$ cat src/rtl/console_uart_tx_pkg.sv
// Shared constants and state encodings for the console UART transmitter.
// Imported by console_uart_tx and its FIFO.
package console_uart_tx_pkg;

    localparam int unsigned XLEN            = 32;
    localparam int unsigned UART_STATE_LEN  = 2;
    localparam int unsigned UART_FRAME_BITS = 10;
    localparam int unsigned UART_DATA_BITS  = 8;

    localparam logic [UART_STATE_LEN-1:0] UART_IDLE  = 2'd0;
    localparam logic [UART_STATE_LEN-1:0] UART_START = 2'd1;
    localparam logic [UART_STATE_LEN-1:0] UART_DATA  = 2'd2;
    localparam logic [UART_STATE_LEN-1:0] UART_STOP  = 2'd3;

    typedef enum logic [UART_STATE_LEN-1:0] {
        StIdle  = UART_IDLE,
        StStart = UART_START,
        StData  = UART_DATA,
        StStop  = UART_STOP
    } uart_state_e;

    // Line level the transmitter drives while in a given state.
    function automatic logic uart_line_level(input uart_state_e st, input logic data_bit);
        logic lvl;
        lvl = 1'b1;
        unique case (st)
            StStart: lvl = 1'b0;
            StData:  lvl = data_bit;
            default: lvl = 1'b1;
        endcase
        return lvl;
    endfunction

endpackage

$ cat src/rtl/console_fifo.sv
// Synchronous byte FIFO for the console port; combinational read of the head entry.
// A push is accepted when not full or when a pop happens on the same edge.
module console_fifo #(
    parameter int unsigned DEPTH = 16
) (
    input  logic                     clk,
    input  logic                     reset_n,
    input  logic                     push,
    input  logic                     pop,
    input  logic [7:0]               din,
    output logic [7:0]               dout,
    output logic [$clog2(DEPTH):0]   count,
    output logic                     full,
    output logic                     empty
);

    localparam int unsigned AW = $clog2(DEPTH);
    localparam logic [AW:0] FULL_CNT = (AW+1)'(DEPTH);

    logic [7:0]    mem [DEPTH];
    logic [AW-1:0] wr_ptr_q, rd_ptr_q;
    logic [AW:0]   count_q, count_d;
    logic          push_ok, pop_ok;

    assign empty   = (count_q == '0);
    assign full    = (count_q == FULL_CNT);
    assign pop_ok  = pop && !empty;
    assign push_ok = push && (!full || pop_ok);

    always_comb begin
        count_d = count_q;
        if (push_ok && !pop_ok) begin
            count_d = count_q + 1'b1;
        end else if (!push_ok && pop_ok) begin
            count_d = count_q - 1'b1;
        end
    end

    // Depth is a power of two, so pointers wrap by natural overflow.
    always_ff @(posedge clk or negedge reset_n) begin
        if (!reset_n) begin
            wr_ptr_q <= '0;
            rd_ptr_q <= '0;
            count_q  <= '0;
        end else begin
            if (push_ok) begin
                wr_ptr_q <= wr_ptr_q + 1'b1;
            end
            if (pop_ok) begin
                rd_ptr_q <= rd_ptr_q + 1'b1;
            end
            count_q <= count_d;
        end
    end

    always_ff @(posedge clk) begin
        if (push_ok) begin
            mem[wr_ptr_q] <= din;
        end
    end

    assign dout  = mem[rd_ptr_q];
    assign count = count_q;

endmodule

$ cat src/rtl/console_uart_tx.sv
// Console port controller: queues bytes written by the core and sends them as 8N1 UART frames.
// drained tells the system when every queued byte has left the line.
module console_uart_tx
    import console_uart_tx_pkg::*;
#(
    parameter int unsigned FIFO_DEPTH   = 16,
    parameter int unsigned CLKS_PER_BIT = 4
) (
    input  logic                          clk,
    input  logic                          reset_n,
    input  logic                          console_we,
    input  logic [XLEN-1:0]               console_wdata,
    output logic                          tx,
    output logic                          busy,
    output logic                          drained,
    output logic                          overflow,
    output logic [$clog2(FIFO_DEPTH):0]   fifo_count
);

    localparam int unsigned BW = $clog2(CLKS_PER_BIT);
    localparam logic [BW-1:0] BCNT_LAST = BW'(CLKS_PER_BIT - 1);

    uart_state_e state_q, state_d;
    logic [BW-1:0] bcnt_q, bcnt_d;
    logic [2:0]    bidx_q, bidx_d;
    logic [7:0]    shreg_q, shreg_d;
    logic          tx_q, tx_d;
    logic          overflow_q, overflow_d;
    logic          bcnt_end;
    logic          pop;

    logic [7:0]    fifo_dout;
    logic          fifo_full, fifo_empty;
    logic [$clog2(FIFO_DEPTH):0] fifo_cnt;

    logic          unused_wdata;
    assign unused_wdata = ^console_wdata[XLEN-1:8];

    console_fifo #(
        .DEPTH (FIFO_DEPTH)
    ) u_fifo (
        .clk     (clk),
        .reset_n (reset_n),
        .push    (console_we),
        .pop     (pop),
        .din     (console_wdata[7:0]),
        .dout    (fifo_dout),
        .count   (fifo_cnt),
        .full    (fifo_full),
        .empty   (fifo_empty)
    );

    assign bcnt_end = (bcnt_q == BCNT_LAST);

    always_ff @(posedge clk or negedge reset_n) begin
        if (!reset_n) begin
            state_q    <= StIdle;
            bcnt_q     <= '0;
            bidx_q     <= '0;
            shreg_q    <= '0;
            tx_q       <= 1'b1;
            overflow_q <= 1'b0;
        end else begin
            state_q    <= state_d;
            bcnt_q     <= bcnt_d;
            bidx_q     <= bidx_d;
            shreg_q    <= shreg_d;
            tx_q       <= tx_d;
            overflow_q <= overflow_d;
        end
    end

    always_comb begin
        state_d = state_q;
        bcnt_d  = bcnt_q;
        bidx_d  = bidx_q;
        shreg_d = shreg_q;
        pop     = 1'b0;
        unique case (state_q)
            StIdle: begin
                if (!fifo_empty) begin
                    pop     = 1'b1;
                    shreg_d = fifo_dout;
                    bcnt_d  = '0;
                    state_d = StStart;
                end
            end
            StStart: begin
                if (bcnt_end) begin
                    bcnt_d  = '0;
                    bidx_d  = '0;
                    state_d = StData;
                end else begin
                    bcnt_d = bcnt_q + 1'b1;
                end
            end
            StData: begin
                if (bcnt_end) begin
                    bcnt_d  = '0;
                    shreg_d = {1'b0, shreg_q[7:1]};
                    if (bidx_q == 3'd7) begin
                        state_d = StStop;
                    end else begin
                        bidx_d = bidx_q + 1'b1;
                    end
                end else begin
                    bcnt_d = bcnt_q + 1'b1;
                end
            end
            StStop: begin
                if (bcnt_end) begin
                    bcnt_d = '0;
                    // Chain straight into the next frame so there is no idle gap.
                    if (!fifo_empty) begin
                        pop     = 1'b1;
                        shreg_d = fifo_dout;
                        state_d = StStart;
                    end else begin
                        state_d = StIdle;
                    end
                end else begin
                    bcnt_d = bcnt_q + 1'b1;
                end
            end
            default: state_d = StIdle;
        endcase
        overflow_d = overflow_q | (console_we & fifo_full & ~pop);
    end

    // tx is computed from next state so the registered line changes on the state edge.
    always_comb begin
        tx_d       = uart_line_level(state_d, shreg_d[0]);
        busy       = (state_q != StIdle);
        drained    = fifo_empty && (state_q == StIdle);
        tx         = tx_q;
        overflow   = overflow_q;
        fifo_count = fifo_cnt;
    end

endmodule

$ cat config.mk
export PLATFORM = sky130hd
export DESIGN_NAME = console_uart_tx
export DESIGN_NICKNAME = d
export VERILOG_FILES = /design/src/rtl/console_uart_tx_pkg.sv /design/src/rtl/console_fifo.sv /design/src/rtl/console_uart_tx.sv
export SDC_FILE = /design/constraint.sdc
export NUM_CORES = 1
export LEC_CHECK = 0
export CELL_PAD_IN_SITES_DETAIL_PLACEMENT = 0
export CELL_PAD_IN_SITES_GLOBAL_PLACEMENT = 1
export CORE_MARGIN = 3
export CORE_UTILIZATION = 50
export DETAILED_ROUTE_END_ITERATION = 6
export PLACE_DENSITY = 0.84
export SYNTH_ARGS = -nofsm -noshare
export SYNTH_HDL_FRONTEND = slang
export SYNTH_HIERARCHICAL = 1
export SYNTH_SLANG_ARGS = --single-unit
$ cat constraint.sdc
create_clock -name clk -period 4.3 [get_ports clk]
set_clock_uncertainty 0.05 [all_clocks]
set_input_delay 0.86 -clock clk [delete_from_list [all_inputs] [get_ports clk]]
set_output_delay 0.86 -clock clk [all_outputs]
set_load 0.01 [all_outputs]
* After elaboration in Yosys (flattened, before gate mapping) *
Memories as Yosys holds them, arrays and structs flattened.
Cells that the tools add are included.

operators by class
  eq/ne operators = 13
  $add $sub $neg = 6
  reduce and logical (&&, ||, !) cells = 19
  multiplexer cells = 26
  bitwise gates (word level) = 4

operators by type and width
  operator                                                                number
  8-bit 2-to-1 mux                                                        3
  8-bit case mux with 3 select lines                                      1
  2-bit 2-to-1 mux                                                        7
  5-bit 2-to-1 mux                                                        2
  2-bit != test (second input constant)                                   5
  3-bit 2-to-1 mux                                                        3
  4-bit by 1-bit adder with 4-bit output (second input constant)          2
  2-bit equality test (second input constant)                             4
  2-bit case mux with 4 select lines                                      1
  3-bit case mux with 2 select lines                                      1
  2-bit nonzero test                                                      3
  5-bit by 1-bit adder with 5-bit output (second input constant)          1
  5-bit equality test (second input constant)                             1
  1-bit logical AND                                                       5
  5-bit zero test                                                         1
  1-bit 2-to-1 mux                                                        5
  5-bit by 1-bit subtractor with 5-bit output (second input constant)     1
  2-bit by 1-bit equality test with 1-bit output (second input constant)  2
  1-bit zero test                                                         4
  1-bit case mux with 2 select lines                                      2
  2-bit case mux with 2 select lines                                      1
  4-bit AND reduction                                                     1
  3-bit by 1-bit adder with 3-bit output (second input constant)          1
  3-bit equality test (second input constant)                             1
  other kinds (9)                                                         10

word-level totals
  RAM bits = 128
  flip-flop bits (word level) = 30
  memories kept = 1

memories
  memory      words  width  rd ports  clocked after Yosys merged registers in  wr ports  RTL line            source
  u_fifo.mem  16     8      1         0                                        1         console_fifo.sv:20  logic [7:0] mem [DEPTH];

* Logic depth before layout (Yosys ltp) *
  word-level depth = 11
  mapped depth = 13

* Hierarchy *
The synthesis kept the hierarchy.

by module, submodules not included
  module           times used  area each (µm²)  cells each  sequential area each (µm²)
  console_fifo     1           5,770.5          323         4,169.0
  console_uart_tx  1           1,047.3          104         426.7

* Worst setup path after synthesis *
OpenSTA, ideal clock, no wires.

  path kind = flip-flop to flip-flop
  start point = register u_fifo.count_q[0], in the netlist u_fifo/count[0]
  end point = register u_fifo.count_q[4], in the netlist u_fifo/count[4]
  slack = 0.862 ns
  buffers on the path = 2
  stages on the path, launching flop included = 14
  arrival = 3.308 ns
  path through = dfrtp_1 > or3_4 > nor3_1 > buf_2 > nor3_1 > o31a_1 > buf_6 > ha_1 > inv_1 > ha_1 > a21o_1 > a21oi_1 > mux2i_1 > xnor2_1

between the ends
  cells in the longest elaborated chain, start to end = 10
  elaborated cells on any way between the ends = 19

ends and longest elaborated chain
  item                                  RTL line                                       source
  start: declaration                    console_fifo.sv:22                             logic [AW:0] count_q, count_d;
  start signal: assignment              console_fifo.sv:52                             count_q <= count_d;
  5-bit zero test *                     console_fifo.sv:25                             assign empty = (count_q == '0);
  named net fifo_empty                  console_uart_tx.sv:33                          logic fifo_full, fifo_empty;
  1-bit 2-to-1 mux *                    console_uart_tx.sv:81, console_uart_tx.sv:114
  1-bit 2-to-1 mux                      console_uart_tx.sv:111                         if (bcnt_end) begin
  1-bit case mux with 2 select lines *  console_uart_tx.sv:79                          unique case (state_q)
  named net pop                         console_uart_tx.sv:30                          logic pop;
  1-bit logical AND *                   console_fifo.sv:27                             assign pop_ok = pop && !empty;
  1-bit logical OR *                    console_fifo.sv:28                             assign push_ok = push && (!full || pop_ok);
  1-bit logical AND *                   console_fifo.sv:28
  named net u_fifo.push_ok              console_fifo.sv:23                             logic push_ok, pop_ok;
  1-bit zero test                       console_fifo.sv:34                             end else if (!push_ok && pop_ok) begin
  1-bit logical AND                     console_fifo.sv:34
  2-bit nonzero test (no line)          -

The timed path passes the listed nets; every way through them passes the cells marked *. The select of a mux whose other input is x is not followed.
A chain may end at the register's enable or synchronous reset.

* Final worst setup path *
  start point = register bcnt_q[0]
  end point = register u_fifo.count_q[4], in the netlist u_fifo/count[4]

between the ends
  cells in the longest elaborated chain, start to end = 9
  elaborated cells on any way between the ends = 12

ends and longest elaborated chain
  item                                  RTL line                source
  start: declaration                    console_uart_tx.sv:24   logic [BW-1:0] bcnt_q, bcnt_d;
  start signal: assignment              console_uart_tx.sv:65   bcnt_q <= bcnt_d;
  2-bit equality test *                 console_uart_tx.sv:53   assign bcnt_end = (bcnt_q == BCNT_LAST);
  1-bit 2-to-1 mux *                    console_uart_tx.sv:111
  1-bit case mux with 2 select lines *  console_uart_tx.sv:79
  named net pop                         console_uart_tx.sv:30
  1-bit logical AND *                   console_fifo.sv:27
  1-bit logical OR                      console_fifo.sv:28
  1-bit logical AND                     console_fifo.sv:28
  1-bit zero test                       console_fifo.sv:34
  1-bit logical AND                     console_fifo.sv:34
  2-bit nonzero test (no line)          -

The timed path passes the listed nets; every way through them passes the cells marked *.

==> impl_metrics.env <==
export IMPL_synth_edf_count=128
export IMPL_htree_levels=4
export IMPL_ys_ff_latch=158
export IMPL_post_route_period_util_pct=84.1
export IMPL_path_cells="ha_1 > a21oi_2 > nor3_1 > o31a_1 > ha_1 > inv_1 > fa_1 > a21o_1 > a21oi_1 > mux2i_1 > xnor2_1"
export IMPL_power_uw=5470
export IMPL_maxCapViolCount=0
export IMPL_fp_dieH_um=123
export IMPL_rows=42
export IMPL_drtIter0Drc=191
export IMPL_vias=3691
export IMPL_ys_flop_type="edfxtp_1"
export IMPL_hold_buffers=0
export IMPL_ir_drop_uv=409
export IMPL_tns_ns=0
export IMPL_maxSlewHeadroom_pct=35.3
export IMPL_routed_wirelength_mm=12.6
export IMPL_slowest_stage="nor3_1"
export IMPL_synth_top_area_cell="edfxtp_1"
export IMPL_synth_cell_type_count=51
export IMPL_clock_latency_ns=0.41
export IMPL_endpoint_kind="register"
export IMPL_drive_gt1_share_pct=15.3
export IMPL_final_util_pct=58.9
export IMPL_track_usage_pct=18.3
export IMPL_r2r_setup_slack_ns=0.68
export IMPL_synth_top_area_share_pct=56.4
export IMPL_fp_dieW_um=123
export IMPL_fmax_mhz=276
export IMPL_first_pass_iters=5
export IMPL_critical_path_required_ns=4.59
export IMPL_setup_violations=0
export IMPL_die_area_um2=15100
export IMPL_cts_setup_buffers=0
export IMPL_hold_path_class="register to register"
export IMPL_cts_inserted_buffers=17
export IMPL_grt_pass1_wl_mm=20.2
export IMPL_grt_overflow_total=0
export IMPL_numPortBuffers=19
export IMPL_syn_mean_instance_area_um2=16.0
export IMPL_drtAntennaViolNets=0
export IMPL_p_leak_uw=0.00283
export IMPL_final_cells=641
export IMPL_gp_congestion=0.780
export IMPL_clkSlewWorstSetupHoldPaths_ns=0.06
export IMPL_cts_root_buf="clkbuf_16"
export IMPL_place_ws_ns=0.741
export IMPL_synth_async_reset_ratio_pct=19.0
export IMPL_cts_sinks=158
export IMPL_cp_max_fo=10
export IMPL_finalMaxSlewViolations=0
export IMPL_path_delay_family="compound AO/OA/AOI/OAI gates"
export IMPL_ioPinCount=44
export IMPL_synth_cell_area_um2=6820
export IMPL_start_kind="register"
export IMPL_crit_type="register to register"
export IMPL_finalCriticalPeriod_ns=3.62
export IMPL_core_um2=13300
export IMPL_crit_top_cell="ha_1"
export IMPL_slowest_delay_ns=0.50
export IMPL_wire_per_inst_um=19.7
export IMPL_tightest_slew_ns=0.967
export IMPL_initial_utilization_pct=51.3
export IMPL_synth_nets=480
export IMPL_cts_resized_gates=0
export IMPL_antenna_found_initial=0
export IMPL_worstPathArrival_ns=3.90
export IMPL_area_delta_synth_final_pct=14.9
export IMPL_crit_buf_inv=1
export IMPL_status="finished clean"
export IMPL_rsz0062_at_grt="false"
export IMPL_dp_hpwl_mm=8.37
export IMPL_hold_viol=0
export IMPL_seq_area_frac_synth_pct=67.4
export IMPL_antenna_cells=0
export IMPL_powerDensity_nw_per_um2=698
export IMPL_cts_tree="built"
export IMPL_drc_errors=0
export IMPL_synth_area_leaders="edfxtp_1, dfrtp_1, mux2i_1"
export IMPL_synthCells=427
export IMPL_grt_max_degree=22
export IMPL_ys_warnings_count=6
export IMPL_cts_max_path_buffers=2
export IMPL_grt_pass1_vias=3641
export IMPL_nets=506
export IMPL_timing_final_ws_setup_ns=0.682
export IMPL_dp_cells=610
export IMPL_vias_per_cell=5.76
[layout by cell type (no fill, tap or decap), types with 2 or more instances in the layout]
master / synthesis / routed
clkinv_1: 1 / 3
ha_1: 17 / 17
edfxtp_1: 128 / 128
nor3_1: 6 / 5
a21o_2: 2 / 2
o31ai_1: 3 / 3
mux4_2: 16 / 16
o21ai_0: 21 / 21
clkbuf_16: 0 / 17
a221oi_1: 16 / 16
clkdlybuf4s50_1: 0 / 19
bufinv_16: 0 / 5
mux2_2: 3 / 3
and2_1: 7 / 7
a22o_1: 11 / 11
clkinv_2: 0 / 2
a22oi_1: 9 / 9
a21oi_1: 3 / 3
nor2b_1: 2 / 2
nand2b_1: 2 / 2
inv_1: 14 / 14
nand2_1: 23 / 23
inv_6: 0 / 5
xnor2_1: 8 / 8
dfrtp_1: 29 / 28
mux2i_1: 40 / 40
buf_4: 2 / 10
a21o_1: 2 / 2
nor2_1: 15 / 15
and3_1: 4 / 4
xor2_1: 2 / 2
[cell families after synthesis]
| family | count (synthesis) | share of synthesized area [%] |
|---|---|---|
| DFF | 158 | 67.4 |
| AOI/OAI and AO/OA | 74 | 8.04 |
| and+or+nand+nor | 70 | 5.52 |
| muxes | 60 | 11.9 |
| buffers and inverters | 37 | 2.48 |
| adders and majority gates | 18 | 3.41 |
| xor gates and xnor gates | 10 | 1.28 |
[worst paths after layout]
check | cells after the start | start | end
min in group asynchronous | 1 | reset_n | state_q[0]$_DFF_PN0_
worst min register to register | 1 | overflow$_DFF_PN0_ | overflow$_DFF_PN0_
worst min-delay path | 1 | overflow$_DFF_PN0_ | overflow$_DFF_PN0_
worst max register to register | 11 | bcnt_q[0]$_DFFE_PN0N_ | u_fifo/count[4]$_DFFE_PN0P_
max in group asynchronous | 2 | reset_n | shreg_q[4]$_DFFE_PN0P_
worst max-delay path | 11 | bcnt_q[0]$_DFFE_PN0N_ | u_fifo/count[4]$_DFFE_PN0P_
[power breakdown]
group	total [µW]	switching, µW	leakage, µW	internal [µW]
logic	1730	925	0.000990	806
registers	2130	214	0.00152	1910
clock network	1610	585	0.000314	1030
total	5470	1720	0.00283	3750
[synth_stat cells (7+ instances only)]
library cell  instances
nand2_1              23
inv_1                14
mux4_2               16
edfxtp_1            128
o21ai_0              21
a221oi_1             16
a22oi_1               9
a22o_1               11
buf_2                12
mux2i_1              40
ha_1                 17
and2_1                7
dfrtp_1              29
xnor2_1               8
nor2_1               15
[layout make-up]
class	instances	area (µm²)
clock buffer	17	425
clock inverter	14	211
fill	957	5460
inverter	15	56.3
multi-input combinational	232	2060
sequential	158	4600
tap	176	220
timing repair buffer	29	265
[state kept, by name, summed over array words and instances, names as in the netlist]
signal / count
bcnt_q: 2
bidx_q: 3
overflow: 1
shreg_q: 8
state_q: 2
tx: 1
u_fifo/count: 5
u_fifo/mem: 128
u_fifo/rd_ptr_q: 4
u_fifo/wr_ptr_q: 4
[routing by layer]
layer  GRT usage, %  vias to the layer above  routed length (µm)
li1               -                     1706                   -
met1           25.4                     1871                5600
met2           27.2                       97                6060
met3           5.67                       17                 744
met4           6.93                        0                 232
met5              0                        -                   0
[stage by stage]
| stage | hold WS [ns] | cell area, µm² |
|---|---|---|
| final | 0.426 | 7830 |
| after global routing | 0.462 | 7830 |
| after CTS | 0.432 | 7830 |
| after detailed placement | 0.415 | 7200 |
| after global placement | 0.413 | 7200 |
| after floorplan | 0.404 | 6820 |
Note: power is estimated with default switching activity, not from simulation.
